--- src/rtl/pll_reset_seq.sv ---
// pll_reset_seq: turns the PLL lock indication into staged, synchronous core resets.
//
// The asynchronous pll_locked input is synchronised through two flops and must stay high
// for SETTLE_CYCLES before stage 0 leaves reset. The remaining stages then release one at a
// time, STAGE_GAP cycles apart, in ascending index order. Losing lock re-asserts every
// stage at once and bumps a saturating debug counter. soft_rst reruns the settle period
// without counting a loss.
//
// Ports:
//   clk             - core clock (PLL outclk_0)
//   rst             - asynchronous, active-high master reset
//   pll_locked      - PLL lock indication, asynchronous to clk
//   soft_rst        - single-cycle synchronous request to rerun the sequence
//   stage_rst       - active-high stage resets, bit 0 releases first
//   ready           - high once every stage is released
//   lock_loss_count - saturating count of lock-loss events
module pll_reset_seq #(
  parameter int unsigned SETTLE_CYCLES = 1024,
  parameter int unsigned STAGE_GAP     = 16,
  parameter int unsigned NUM_STAGES    = 3
) (
  input  logic                  clk,
  input  logic                  rst,
  input  logic                  pll_locked,
  input  logic                  soft_rst,
  output logic [NUM_STAGES-1:0] stage_rst,
  output logic                  ready,
  output logic [7:0]            lock_loss_count
);

  localparam int unsigned MaxCnt = (SETTLE_CYCLES > STAGE_GAP) ? SETTLE_CYCLES : STAGE_GAP;
  localparam int unsigned CntW   = (MaxCnt > 1) ? $clog2(MaxCnt) : 1;
  localparam int unsigned IdxW   = (NUM_STAGES > 1) ? $clog2(NUM_STAGES) : 1;

  localparam logic [CntW-1:0] SettleLast = CntW'(SETTLE_CYCLES - 1);
  localparam logic [CntW-1:0] GapLast    = CntW'(STAGE_GAP - 1);
  localparam logic [IdxW-1:0] LastStage  = IdxW'(NUM_STAGES - 1);

  typedef enum logic [1:0] {
    StWaitLock,
    StSettle,
    StRelease,
    StRun
  } state_e;

  state_e          state_q;
  logic [1:0]      sync_q;
  logic [CntW-1:0] cnt_q;
  logic [IdxW-1:0] stage_idx_q;
  logic            locked_s;

  assign locked_s = sync_q[1];

  always_ff @(posedge clk or posedge rst) begin
    if (rst) begin
      sync_q          <= 2'b00;
      state_q         <= StWaitLock;
      cnt_q           <= '0;
      stage_idx_q     <= '0;
      stage_rst       <= '1;
      ready           <= 1'b0;
      lock_loss_count <= 8'd0;
    end else begin
      sync_q <= {sync_q[0], pll_locked};

      if (state_q == StWaitLock) begin
        // soft_rst has nothing to restart while we are still waiting for lock.
        stage_rst <= '1;
        ready     <= 1'b0;
        cnt_q     <= '0;
        if (locked_s) begin
          state_q <= StSettle;
        end
      end else if (!locked_s) begin
        // Lock loss takes priority over a coincident soft_rst.
        stage_rst <= '1;
        ready     <= 1'b0;
        cnt_q     <= '0;
        state_q   <= StWaitLock;
        if (lock_loss_count != 8'hff) begin
          lock_loss_count <= lock_loss_count + 8'd1;
        end
      end else if (soft_rst) begin
        stage_rst <= '1;
        ready     <= 1'b0;
        cnt_q     <= '0;
        state_q   <= StSettle;
      end else begin
        unique case (state_q)
          StSettle: begin
            if (cnt_q == SettleLast) begin
              stage_rst[0] <= 1'b0;
              cnt_q        <= '0;
              stage_idx_q  <= IdxW'(1);
              if (NUM_STAGES == 1) begin
                ready   <= 1'b1;
                state_q <= StRun;
              end else begin
                state_q <= StRelease;
              end
            end else begin
              cnt_q <= cnt_q + 1'b1;
            end
          end
          StRelease: begin
            if (cnt_q == GapLast) begin
              stage_rst[stage_idx_q] <= 1'b0;
              cnt_q                  <= '0;
              stage_idx_q            <= stage_idx_q + 1'b1;
              if (stage_idx_q == LastStage) begin
                ready   <= 1'b1;
                state_q <= StRun;
              end
            end else begin
              cnt_q <= cnt_q + 1'b1;
            end
          end
          StRun: begin
            stage_rst <= '0;
            ready     <= 1'b1;
          end
          default: begin
            state_q <= StWaitLock;
          end
        endcase
      end
    end
  end

endmodule
--- config.mk ---
export PLATFORM = sky130hd
export DESIGN_NAME = pll_reset_seq
export DESIGN_NICKNAME = d
export VERILOG_FILES = /design/src/rtl/pll_reset_seq.sv
export SDC_FILE = /design/constraint.sdc
export NUM_CORES = 1
export LEC_CHECK = 0
export CAP_MARGIN = 20
export CORE_MARGIN = 10
export CORE_UTILIZATION = 50
export CTS_CLUSTER_SIZE = 8
export DETAILED_ROUTE_END_ITERATION = 10
export GPL_ROUTABILITY_DRIVEN = 0
export HOLD_SLACK_MARGIN = 0.08
export PLACE_DENSITY = 0.77
export RECOVER_POWER = 25
export SYNTH_ARGS = -nofsm -noshare
export SYNTH_HDL_FRONTEND = slang
export SYNTH_SLANG_ARGS = --single-unit
--- constraint.sdc ---
create_clock -name clk -period 1.75 [get_ports clk]
set_input_delay 0.4375 -clock clk [delete_from_list [all_inputs] [get_ports clk]]
set_output_delay 0.4375 -clock clk [all_outputs]
set_load 0.01 [all_outputs]
==> impl_metrics.json <==
{
  "outcome": "finished with violations",
  "violations": "negative setup slack",
  "rsz0062_at_grt": "yes",
  "synth_commonest_cells": "dfrtp_1 (25), nand2_1 (24), nand3_1 (14)",
  "synthCells": 169,
  "hold_path_class": "reg -> reg",
  "synth.area.top_cells": "dfrtp_1 (39%), ha_1 (7.0%), nand2_1 (5.6%), dfstp_2 (4.9%), nand3_1 (4.3%)",
  "hold_start": "sync_q[0]",
  "yosysMostFrequentCell": "dfrtp_1",
  "path_class": "reg -> reg",
  "worstPathRequired_ns": 1.99,
  "clk_pin_slew_worst_paths_ns": 0.15,
  "tns_ns": -0.0148,
  "dp.cells": 257,
  "clkLatencyLatePin_ns": 0.34,
  "hold_violations": 0,
  "dp_hpwl_um": 3140,
  "final_cells": 272,
  "wl_per_cell_um": 16.0,
  "dieWidth_um": 76.8,
  "synth-edff-count": 0,
  "max_freq_ghz": 0.567,
  "yosys.area.top_type_share": 0.388,
  "grt_overflow": 0,
  "fin_skew_ns": 0.00599,
  "grtUsageTotal": 0.144,
  "synth_warnings": 0,
  "synth_area_leader_cell": "dfrtp_1",
  "drive_gt1_frac": 0.425,
  "reg2regPathDepth": 6,
  "cts-buffers-inserted": 3,
  "antenna_cells": 0,
  "critPathLaunchType": "flop",
  "cap_violations": 0,
  "finalCoreUtilization": 0.763,
  "period_share": 1.01,
  "die_y_um": 76.8,
  "max_slew.worst_pin.slew_ns": 0.701,
  "rr_endpoint": "cnt_q[3]",
  "root_buffer": "clkbuf_4",
  "first_iter_violations": 82,
  "start_util": 0.524,
  "cellLeakagePower_nw": 1.10,
  "dr.pass1.iters": 4,
  "grt_pass1_vias": 1595,
  "num_vias": 1518,
  "cts-htree-levels": 1,
  "num_rows": 20,
  "crit_arrival_ns": 2.01,
  "drc": 0,
  "worst_ir_drop_vdd_v": 0.000760,
  "design.core.area_um2": 3080,
  "drt-total-wl_um": 4340,
  "min_path_cells": 0,
  "yosys_register_bits": 28,
  "cts-hold-fix-buffers": 0,
  "io_pins": 16,
  "vias_per_cell": 5.58,
  "grt_start_max_net_pins": 29,
  "synth_cell_type_count": 43,
  "die_area_um2": 5900,
  "antenna_found_initial": 0,
  "post-route-min-period_ns": 1.76,
  "pwr_density_cell_nw_per_um2": 1110,
  "reg2reg_from": "cnt_q[6]",
  "synth_ff_type": "dfrtp_1",
  "finalNetCount": 242,
  "area_growth_pct": 45.4,
  "hold_end": "sync_q[1]",
  "cts_tree": "built",
  "finalSetupViolCount": 2,
  "syn_avg_cell_area_um2": 9.55,
  "syn_area_um2": 1610,
  "fin_ws_ns": -0.0143,
  "async_flop_share": 1.00,
  "cp-end-kind": "flop",
  "syn_nets": 182,
  "portBuffers": 15,
  "startpoint": "cnt_q[6]",
  "final_max_slew_viol_count": 0,
  "slew_headroom": 0.532,
  "path_max_fanout": 6,
  "final_antenna_net_count": 0,
  "clockBufferDepth": 2,
  "numClockSinks": 28,
  "yosysSeqAreaShare": 0.436,
  "reg2reg_slack_ns": -0.01,
  "grt_pass1_wl_um": 7270
}
## worst max-delay path, cell delays in order, from the launching register on
cell      delay [ns]
dfrtp_1         0.41
or4_4           0.57
nor3_4          0.20
a211oi_4        0.10
buf_6           0.15
a31oi_1         0.16
nand2_1         0.07
## power breakdown
part | total, mW | switching, mW | internal [mW]
combinational | 1.40 | 0.683 | 0.714
clock | 0.323 | 0.195 | 0.128
sequential | 0.890 | 0.0999 | 0.790
total | 2.61 | 0.977 | 1.63
## timing repair
item	CTS	global route
setup buffers	9	2
pin swaps	7	22
setup endpoints to repair	20	29
resized for setup	24	39
## layer usage
metal | global-route usage | up-vias | share of wire
li1 | - | 728 | -
met1 | 0.161 | 743 | 0.40
met2 | 0.261 | 34 | 0.54
met3 | 0.0233 | 13 | 0.033
met4 | 0.0632 | 0 | 0.028
met5 | 0 | - | 0
## state kept, by name, summed over array words and instances (netlist names)
| register | flops |
|---|---|
| state_q | 2 |
| cnt_q | 10 |
| ready | 1 |
| lock_loss_count | 8 |
| sync_q | 2 |
| stage_idx_q | 2 |
| stage_rst | 3 |
## kinds of logic (layout without fill, tap and decap cells)
logic type / count (synthesis) / after routing / share of synthesized area
buffers and inverters: 15 / 74 / 0.0473
DFF: 28 / 28 / 0.436
and+or+nand+nor: 72 / 72 / 0.237
xor gates and xnor gates: 4 / 4 / 0.0217
muxes: 3 / 3 / 0.0202
adders and majority gates: 9 / 9 / 0.0698
AOI/OAI and AO/OA: 38 / 38 / 0.167
## metrics by stage
stage / hold slack [ns] / total power [mW] / instance area (um2) / setup slack, ns
floorplan: 0.331 / 1.48 / 1630 / 0.000311
global route: 0.391 / 2.79 / 2350 / -0.0908
detailed placement: 0.340 / 2.04 / 2050 / -0.293
CTS: 0.374 / 2.51 / 2210 / -0.0159
global placement: 0.338 / 1.97 / 2050 / -0.204
finish: 0.371 / 2.61 / 2350 / -0.0143
## how the worst max path moves through the flow
stage                      to  slack, ns  cells past startpoint
2_1_floorplan  stage_idx_q[1]     0.0003                      5
3_3_place_gp         cnt_q[8]      -0.20                      6
3_5_place_dp         cnt_q[8]      -0.29                      6
4_1_cts              cnt_q[5]      -0.02                      6
5_1_grt              cnt_q[3]      -0.09                      6
6_report             cnt_q[3]      -0.01                      6
## cell usage in the layout (no fill, tap or decap), types with 5 or more instances in the layout
master	n
dlygate4sd2_1	5
nand4_1	5
nand2_1	21
o21ai_1	7
buf_4	41
nor2_1	9
dfrtp_1	23
inv_1	7
dlymetal6s2s_1	7
nand3_1	11
ha_1	5
## final cells by class
type | instances | area [um2]
multi-input combinational | 126 | 998
tap | 44 | 55.1
sequential | 28 | 707
fill | 204 | 731
inverter | 10 | 42.5
clock buffer | 4 | 36.3
timing repair buffer | 60 | 508
Note: power is estimated with default switching activity, not from simulation.
